[src/rtl/transpose_accumulator.sv]
// Transpose accumulator: per-column saturating accumulators drained in order.
// Ports: partial_in/col_id/partial_valid in, flush, out_* stream, busy, drain_done, drop_err.
module transpose_accumulator #(
  parameter int DW        = 16,
  parameter int Dimension = 16,
  parameter int ACC_W     = 24,
  parameter int OUT_SHIFT = 0
) (
  input  logic                 clk,
  input  logic                 rst_n,
  input  logic signed [DW-1:0] partial_in,
  input  logic [3:0]           col_id,
  input  logic                 partial_valid,
  input  logic                 flush,
  output logic signed [DW-1:0] out_data,
  output logic [3:0]           out_col,
  output logic                 out_valid,
  input  logic                 out_ready,
  output logic                 out_last,
  output logic                 busy,
  output logic                 drain_done,
  output logic                 drop_err
);

  typedef enum logic {
    ACCUM = 1'b0,
    DRAIN = 1'b1
  } state_t;

  localparam logic signed [ACC_W-1:0] AMAX =
    {1'b0, {(ACC_W-1){1'b1}}};
  localparam logic signed [ACC_W-1:0] AMIN =
    {1'b1, {(ACC_W-1){1'b0}}};
  localparam logic signed [DW-1:0] OMAX =
    {1'b0, {(DW-1){1'b1}}};
  localparam logic signed [DW-1:0] OMIN =
    {1'b1, {(DW-1){1'b0}}};
  localparam logic [3:0] LAST = 4'(Dimension-1);

  state_t state_q, state_d;
  logic [3:0] ptr_q, ptr_d;
  logic signed [ACC_W-1:0] acc_q [Dimension];
  logic signed [ACC_W-1:0] acc_d [Dimension];
  logic done_q, done_d;
  logic drop_q, drop_d;

  logic in_range;
  logic accept;
  logic beat;
  logic last;
  logic signed [ACC_W-1:0] sel;
  logic signed [ACC_W-1:0] shifted;
  logic signed [DW-1:0] sat_out;
  logic [ACC_W-DW:0] top;

  // One extra bit of headroom; overflow shows as
  // disagreement between the two top bits.
  function automatic logic signed [ACC_W-1:0] sat_add(
    input logic signed [ACC_W-1:0] a,
    input logic signed [DW-1:0]    p
  );
    logic [ACC_W:0] s;
    s = {a[ACC_W-1], a} + {{(ACC_W+1-DW){p[DW-1]}}, p};
    if (s[ACC_W] != s[ACC_W-1])
      return s[ACC_W] ? AMIN : AMAX;
    return s[ACC_W-1:0];
  endfunction

  assign in_range = (32'(col_id) < 32'(Dimension));
  assign accept   = (state_q == ACCUM) && partial_valid
                    && in_range;
  assign beat     = (state_q == DRAIN) && out_ready;
  assign last     = (ptr_q == LAST);

  always_comb begin
    sel = '0;
    for (int i = 0; i < Dimension; i++) begin
      if (ptr_q == 4'(i)) sel = acc_q[i];
    end
  end

  assign shifted = sel >>> OUT_SHIFT;
  assign top     = shifted[ACC_W-1:DW-1];

  // Value fits in DW when all bits from the DW sign
  // bit upward agree.
  always_comb begin
    sat_out = shifted[DW-1:0];
    if (!((&top) || (~|top)))
      sat_out = shifted[ACC_W-1] ? OMIN : OMAX;
  end

  assign out_valid  = (state_q == DRAIN);
  assign busy       = (state_q == DRAIN);
  assign out_col    = (state_q == DRAIN) ? ptr_q : 4'd0;
  assign out_last   = (state_q == DRAIN) && last;
  assign out_data   = (state_q == DRAIN) ? sat_out : '0;
  assign drain_done = done_q;
  assign drop_err   = drop_q;

  always_comb begin
    acc_d = acc_q;
    for (int i = 0; i < Dimension; i++) begin
      if (accept && (col_id == 4'(i)))
        acc_d[i] = sat_add(acc_q[i], partial_in);
      if (beat && (ptr_q == 4'(i)))
        acc_d[i] = '0;
    end
  end

  always_comb begin
    state_d = state_q;
    ptr_d   = ptr_q;
    done_d  = 1'b0;
    drop_d  = drop_q
              | (partial_valid
                 & ((state_q == DRAIN) | ~in_range));
    unique case (state_q)
      ACCUM: begin
        if (flush) begin
          state_d = DRAIN;
          ptr_d   = 4'd0;
        end
      end
      DRAIN: begin
        if (beat) begin
          ptr_d = ptr_q + 4'd1;
          if (last) begin
            state_d = ACCUM;
            ptr_d   = 4'd0;
            done_d  = 1'b1;
          end
        end
      end
      default: begin
        state_d = ACCUM;
        ptr_d   = 4'd0;
      end
    endcase
  end

  always_ff @(posedge clk or negedge rst_n) begin
    if (!rst_n) begin
      state_q <= ACCUM;
      ptr_q   <= 4'd0;
      done_q  <= 1'b0;
      drop_q  <= 1'b0;
      for (int i = 0; i < Dimension; i++)
        acc_q[i] <= '0;
    end else begin
      state_q <= state_d;
      ptr_q   <= ptr_d;
      done_q  <= done_d;
      drop_q  <= drop_d;
      for (int i = 0; i < Dimension; i++)
        acc_q[i] <= acc_d[i];
    end
  end

endmodule

[config.mk]
export PLATFORM = sky130hd
export DESIGN_NAME = transpose_accumulator
export DESIGN_NICKNAME = d
export VERILOG_FILES = /design/src/rtl/transpose_accumulator.sv
export SDC_FILE = /design/constraint.sdc
export NUM_CORES = 2
export LEC_CHECK = 0
export CAP_MARGIN = 20
export CORE_UTILIZATION = 40
export DETAILED_ROUTE_END_ITERATION = 8
export DONT_BUFFER_PORTS = 1
export PLACE_DENSITY = 0.51
export SYNTH_ARGS = -nofsm -noshare
export SYNTH_HDL_FRONTEND = slang
export SYNTH_SLANG_ARGS = --single-unit
[constraint.sdc]
create_clock -name clk -period 8.75 [get_ports clk]
set_input_delay 0 -clock clk [delete_from_list [all_inputs] [get_ports clk]]
set_output_delay 0 -clock clk [all_outputs]
set_load 0.02 [all_outputs]
* Word-level counts from Yosys, hierarchy flattened
Index checks and enable logic that the tools add are counted.
Storage, ports and cells: word-level logic and storage cells 289, output and inout port bits 25, register bits after elaboration 391
Operators by class: eq/ne operators 48, $add $sub $neg 17, bitwise operators 3, multiplexer cells 143, reductions and logical operators 58
Operators with widths (count):
- $mux 24 | 96
- $add 24x16->25 | 16
- $eq 4x4->1 const B | 16
- $mux 16 | 3
- $mux 1 | 38
- $logic_and 1x1->1 | 35
- $eq 4x3->1 const B | 8
- $reduce_bool 2->1 | 16
- $eq 4x2->1 const B | 4
- $mux 4 | 4
- $ne 1x1->1 | 16
- $reduce_and 9->1 | 1
- $reduce_or 9->1 | 1
- $eq 4x1->1 const B | 2
- $logic_not 4->1 | 2
- $pmux 4 s2 | 1
- $add 4x1->4 const B | 1
- $ne 2x1->1 const B | 1
- $ne 2x2->1 const B | 1
- $pmux 1 s2 | 1
- $reduce_and 2->1 | 1
- $and 1x1->1 | 1
- $logic_not 1->1 | 1
- $logic_or 1x1->1 | 1
- other kinds (2) | 2

* Logic depth before layout (Yosys ltp)
depth after elaboration 22, depth in mapped cells 15

* Least setup slack after synthesis
OpenSTA, ideal clock, no wires.
kind register to register, start register acc_q[144] in the netlist's numbering, end register acc_q[146] in the netlist's numbering, library setup time 0.126 ns, data required time 8.624 ns, buffers on the path 2, slack 5.502 ns, period minus slack after synthesis 3.248 ns, stages on the path, launching flop included 14, arrival 3.122 ns, cells stage by stage dfrtp_1 ha_1 fa_1 a211oi_1 o21ai_1 and3_1 o31a_1 a21o_1 a221oi_1 a31oi_1 and3_1 clkbuf_1 buf_2 a221o_1
On the way: cells in the longest elaborated chain, start to end 7
Ends and longest elaborated chain:
- from (decl) | RTL line 42 | logic signed [ACC_W-1:0] acc_q [Dimension];
- from (signal, indexed assignment) | RTL line 156 | acc_q[i] <= acc_d[i];
- $add 24x16->25 * | RTL line 63 | s = {a[ACC_W-1], a} + {{(ACC_W+1-DW){p[DW-1]}}, p};
- $ne 1x1->1 | RTL line 64 | if (s[ACC_W] != s[ACC_W-1])
- $mux 1 | RTL line 64
- $mux 1 | RTL line 104 | if (accept && (col_id == 4'(i)))
- $mux 24 * | RTL line 66 | return s[ACC_W-1:0];
- $mux 24 * | RTL line 104
- $mux 24 * | RTL line 106 | if (beat && (ptr_q == 4'(i)))
Every way passes the cells marked *; elsewhere a longest branch is shown, timed or not. The select of a mux whose other input is x is not followed. A chain may end at the register's enable or synchronous reset.

* Final worst setup path
start register ptr_q[0], end output out_data[0]
On the way: cells in the longest elaborated chain, start to end 22
Ends and longest elaborated chain:
- from (decl) | RTL line 41 | logic [3:0] ptr_q, ptr_d;
- from (signal assigned) | RTL line 152 | ptr_q <= ptr_d;
- $logic_not 4->1 | RTL line 78 | if (ptr_q == 4'(i)) sel = acc_q[i];
- $mux 24 (15 in a row) | RTL line 78
- $mux 24 * | RTL line 78
- $reduce_or 9->1 | RTL line 89 | if (!((&top) || (~|top)))
- $logic_not 1->1 | RTL line 89
- $logic_or 1x1->1 | RTL line 89
- $mux 16 * | RTL line 89
- $mux 16 * | RTL line 97 | assign out_data = (state_q == DRAIN) ? sat_out : '0;
- to (decl) | RTL line 15 | output logic signed [DW-1:0] out_data,
Every way passes the cells marked *; elsewhere a longest branch is shown, timed or not.

==> flow_summary_export.csv <==
group,metric,value,unit
place,port_buffers,0,
synthesis,mean_area_per_synthesized_cell,8.55,um^2
cells_and_area,drive_above_1_share,5.90,%
floorplan,die_y,307,um
status,status,"finished, violations left",
drt,drt-pass1-iter-count,9,
synthesis,post_synth_mux_area_share,0.162,%
cells_and_area,multi_input_area,0.0264,mm^2
timing,clock.fmax,0.171,GHz
power,power.switching_fraction,42.9,%
place,routabilityCongestion,0.929,
cells_and_area,final_cells,5585,
timing,report.final.setup_viol,0,
drt,drcViolationCount,0,
place,dp.cells,5443,
cells_and_area,area.growth.synth_to_final,10.2,%
drt,totalWireLength,145,mm
worst_setup_path,setup.reg_to_reg.worst_slack,4410,ps
worst_setup_path,crit_type,"reg2out",
clocking,numClockSinks,391,
floorplan,floorplan.initialDensity,40.5,%
synthesis,ys_warn_count,0,
floorplan,floorplan.io_pins,50,
drt,met3RoutedLength,10.9,mm
floorplan,std_cell_rows,111,
power,power_switching,3.48,mW
hold_path,worst_hold_path_type,"in2async",
worst_setup_path,path_cells,"inv_1 > ha_2 > buf_4 > inv_2 > nand3_1 > o221ai_1 > a21oi_1 > o32ai_1 > nand4_1 > o31ai_4 > o21ai_0",
power,power-per-cell-area,198,mW/mm^2
synthesis,synth_simple_gate_area_share,14.0,%
clocking,number_of_levels_in_the_clock_h_tree,2,
timing,fin_skew,14.4,ps
synthesis,async_reset_ff_share,100,%
grt,grt_antenna_before_repair,13,
drt,routed-wl-met2,61.8,mm
worst_setup_path,critical_path_required,8750,ps
worst_setup_path,crit_start,"ptr_q[0]",
power,power_frac_seq,27.9,%
timing,worst_hold_slack,-960,ps
drt,vias,35458,
synthesis,postSynthNetCount,4779,
power,power.share.clock,29.2,%
synthesis,xor_and_xnor_area_share_after_synthesis,7.19,%
synthesis,syn_area,0.0372,mm^2
synthesis,seq_area_frac_synth,26.3,%
place,detailed_place_hpwl,98.5,mm
power,power.internal,4.63,mW
synthesis,postSynthRegisterBits,391,
clocking,postCtsHoldBufs,37,
drt,vias_per_cell,6.35,
power,pwr-share-comb,42.9,%
worst_setup_path,worst_setup_path_start_kind,"flip-flop",
grt,grt_pass1_vias,32712,
worst_setup_path,worst_setup_path_end_kind,"output pin",
timing,period_share,66.9,%
timing,final_hold_viol_count,391,
drt,postRouteAntennaNets,0,
drt,top_layer,"met5",
floorplan,fp.coreArea,0.0918,mm^2
drt,detail_route.wl_per_cell,25.9,um
cells_and_area,num-nets-final,4723,
clocking,clkLatencyLatePin,660,ps
timing,rsz0062_at_grt,"false",
grt,grt_max_degree,392,
grt,grt_pass1_wl,215,mm
synthesis,yosys_most_used_dff,"sky130_fd_sc_hd__dfrtp_1",
timing,minimum_clock_period,5850,ps
worst_setup_path,timing.critical_path.slowest_cell_delay,900,ps
floorplan,fp.dieW,307,um
worst_setup_path,reg2reg_from,"acc_q[240]",
cells_and_area,regArea,0.00978,mm^2
synthesis,combinational_family_with_the_most_area_after_synthesis,"compound AO/OA/AOI/OAI gates",
clocking,cts.clk_slew.worst_paths,60,ps
synthesis,yosys.cell_types.count,99,
grt,total_global_route_track_usage,30.1,%
worst_setup_path,cp_data_arrival_time,5850,ps
grt,grt.overflow.total,0,
clocking,postCtsSetupBuffers,0,
synthesis,synth_fa_ha_area_share,14.2,%
synthesis,synth_compound_gate_area_share,34.9,%
floorplan,die-area,0.0942,mm^2
clocking,cts_root_buf,"sky130_fd_sc_hd__clkbuf_16",
timing,tightest_slew,1270,ps
worst_setup_path,regToRegEndpoint,"acc_q[254]",
worst_setup_path,critical_path_peak_fanout,46,
power,power.static_leakage,19.2,nW
clocking,tritoncts.num_buffers,53,
synthesis,syn_inst,4350,
timing,setup_tns,0,ps
worst_setup_path,rr_worst_depth,11,
timing,relSlewSlack,15.6,%
drt,dr.first_iter.drc_count,3410,
timing,timing_max_transition_violations_final,0,
power,vdd_ir_drop_max,0.152,mV
clocking,cts_tree,"built",
clocking,maximum_number_of_buffers_from_clock_root_to_sink,3,
status,violations,"negative hold slack",
clocking,post_cts.resized_instances,0,
drt,routedLengthMet1,67.2,mm
flow_run,cap_viol_max_count,0,
worst_setup_path,crit_slowest_cell,"sky130_fd_sc_hd__o31ai_4",
cells_and_area,fillers,9045,
synthesis,synth-edff-count,0,
[synth_stat cells, types with 13 or more instances]
master / instances / share of area, %
sky130_fd_sc_hd__dfrtp_1: 391 / 26
sky130_fd_sc_hd__ha_1: 388 / 13
sky130_fd_sc_hd__a21oi_1: 375 / 5.0
sky130_fd_sc_hd__nand2_1: 375 / 3.8
sky130_fd_sc_hd__o21ai_0: 282 / 3.8
sky130_fd_sc_hd__nor2_1: 268 / 2.7
sky130_fd_sc_hd__xnor2_1: 187 / 4.4
sky130_fd_sc_hd__a221o_1: 182 / 4.9
sky130_fd_sc_hd__a21o_1: 149 / 3.0
sky130_fd_sc_hd__clkbuf_1: 148 / 1.5
sky130_fd_sc_hd__o21a_1: 118 / 2.4
sky130_fd_sc_hd__xor2_1: 118 / 2.8
sky130_fd_sc_hd__nor3_1: 108 / 1.5
sky130_fd_sc_hd__inv_1: 90 / 0.91
sky130_fd_sc_hd__nand3_1: 84 / 1.1
sky130_fd_sc_hd__o21ai_1: 61 / 0.82
sky130_fd_sc_hd__a221oi_1: 55 / 1.3
sky130_fd_sc_hd__o211ai_1: 54 / 1.1
sky130_fd_sc_hd__nor2b_1: 52 / 0.88
sky130_fd_sc_hd__a31oi_1: 51 / 0.86
sky130_fd_sc_hd__a211oi_1: 50 / 1.0
sky130_fd_sc_hd__nand2b_1: 50 / 0.84
sky130_fd_sc_hd__o31ai_1: 48 / 0.97
sky130_fd_sc_hd__a22oi_1: 44 / 0.89
sky130_fd_sc_hd__and3_1: 43 / 0.72
sky130_fd_sc_hd__o22ai_1: 37 / 0.62
sky130_fd_sc_hd__o21bai_1: 36 / 0.73
sky130_fd_sc_hd__buf_2: 32 / 0.43
sky130_fd_sc_hd__a222oi_1: 30 / 0.81
sky130_fd_sc_hd__a22o_1: 30 / 0.71
sky130_fd_sc_hd__o221ai_1: 30 / 0.71
sky130_fd_sc_hd__a211o_1: 24 / 0.57
sky130_fd_sc_hd__and2_1: 24 / 0.40
sky130_fd_sc_hd__or3_1: 21 / 0.35
sky130_fd_sc_hd__a32o_1: 20 / 0.54
sky130_fd_sc_hd__fa_1: 16 / 0.86
sky130_fd_sc_hd__nor4_1: 16 / 0.27
sky130_fd_sc_hd__nand4_1: 15 / 0.25
sky130_fd_sc_hd__buf_1: 13 / 0.13
[logic make-up (layout without fill, tap and decap cells)]
kind of cell / count (synthesis) / in the layout
AO/OA/AOI/OAI: 1828 / 1828
AND/OR/NAND/NOR: 1113 / 1113
adder cells (fa/ha/maj): 414 / 414
flip-flops: 391 / 391
XOR/XNOR: 305 / 305
buffers and inverters: 293 / 279
multiplexers: 6 / 6
other: 0 / 6
[placed cells by master, fill, tap and decap left out, drive strengths merged, types with 25 or more instances in the layout]
cell	n
o211ai	55
nor3	108
a211oi	52
ha	388
o21a	118
a22oi	44
nand3	84
a31oi	51
buf	70
nor2b	52
a21oi	379
o31ai	50
a221o	182
a221oi	55
xnor2	187
clkbuf	80
a22o	30
nand2	375
and2	25
o21ai	345
o221ai	30
xor2	118
inv	92
and3	43
o21bai	36
a222oi	30
dfrtp	391
nand2b	50
nor2	268
o22ai	37
a21o	149
[sequential cells by signal, summed over array words and instances (netlist names)]
register and count:
acc_q 384, ptr_q 4, busy 1, drain_done 1, drop_err 1
[through the flow]
stage	total power, mW	instance area, um^2	util, %	hold slack, ps	setup WS, ps
5_1_grt	8.51	41000	44.6	-991	2760
3_5_place_dp	5.55	38500	41.9	-268	3810
3_3_place_gp	5.55	38500	41.9	-270	3890
2_1_floorplan	4.62	37200	-	-296	5500
4_1_cts	8.07	40900	44.6	-984	3100
6_report	8.10	41000	44.6	-960	2900
[cell type report]
type                       instances  area share (%)
clock buffer                      80            3.95
sequential                       391            23.9
antenna                            6          0.0366
timing repair buffer              90            2.49
tap                             1243            3.80
multi-input combinational       3666            64.5
inverter                          92           0.843
clock inverter                    17           0.544
[worst max-delay path, delay by kind of cell (launching register included)]
kind	cells	cell delay [ps]
buffers and inverters	3	940
flip-flops	1	430
AND/OR/NAND/NOR	2	1070
AO/OA/AOI/OAI	5	2520
adder cells (fa/ha/maj)	1	190
[power groups by stage]
stage / combinational (mW) / clock (mW) / sequential (mW)
3_3_place_gp: 3.26 / 0 / 2.29
6_report: 3.47 / 2.37 / 2.26
2_1_floorplan: 2.51 / 0 / 2.11
3_5_place_dp: 3.27 / 0 / 2.28
4_1_cts: 3.41 / 2.41 / 2.25
5_1_grt: 3.75 / 2.48 / 2.27
[how the worst max path moves through the flow]
stage	end	cells past startpoint
6_report	out_data[0]	11
2_1_floorplan	acc_q[146]	13
3_3_place_gp	out_data[0]	11
4_1_cts	out_data[0]	11
5_1_grt	out_data[0]	11
3_5_place_dp	out_data[0]	11
[metal layers]
layer  up-vias  GRT usage (%)
met5         -              0
met1     17314           43.7
met2      1139           45.1
met3       210           5.31
li1      16787              -
met4         8           9.15
Power figures use the tool's default switching activity.
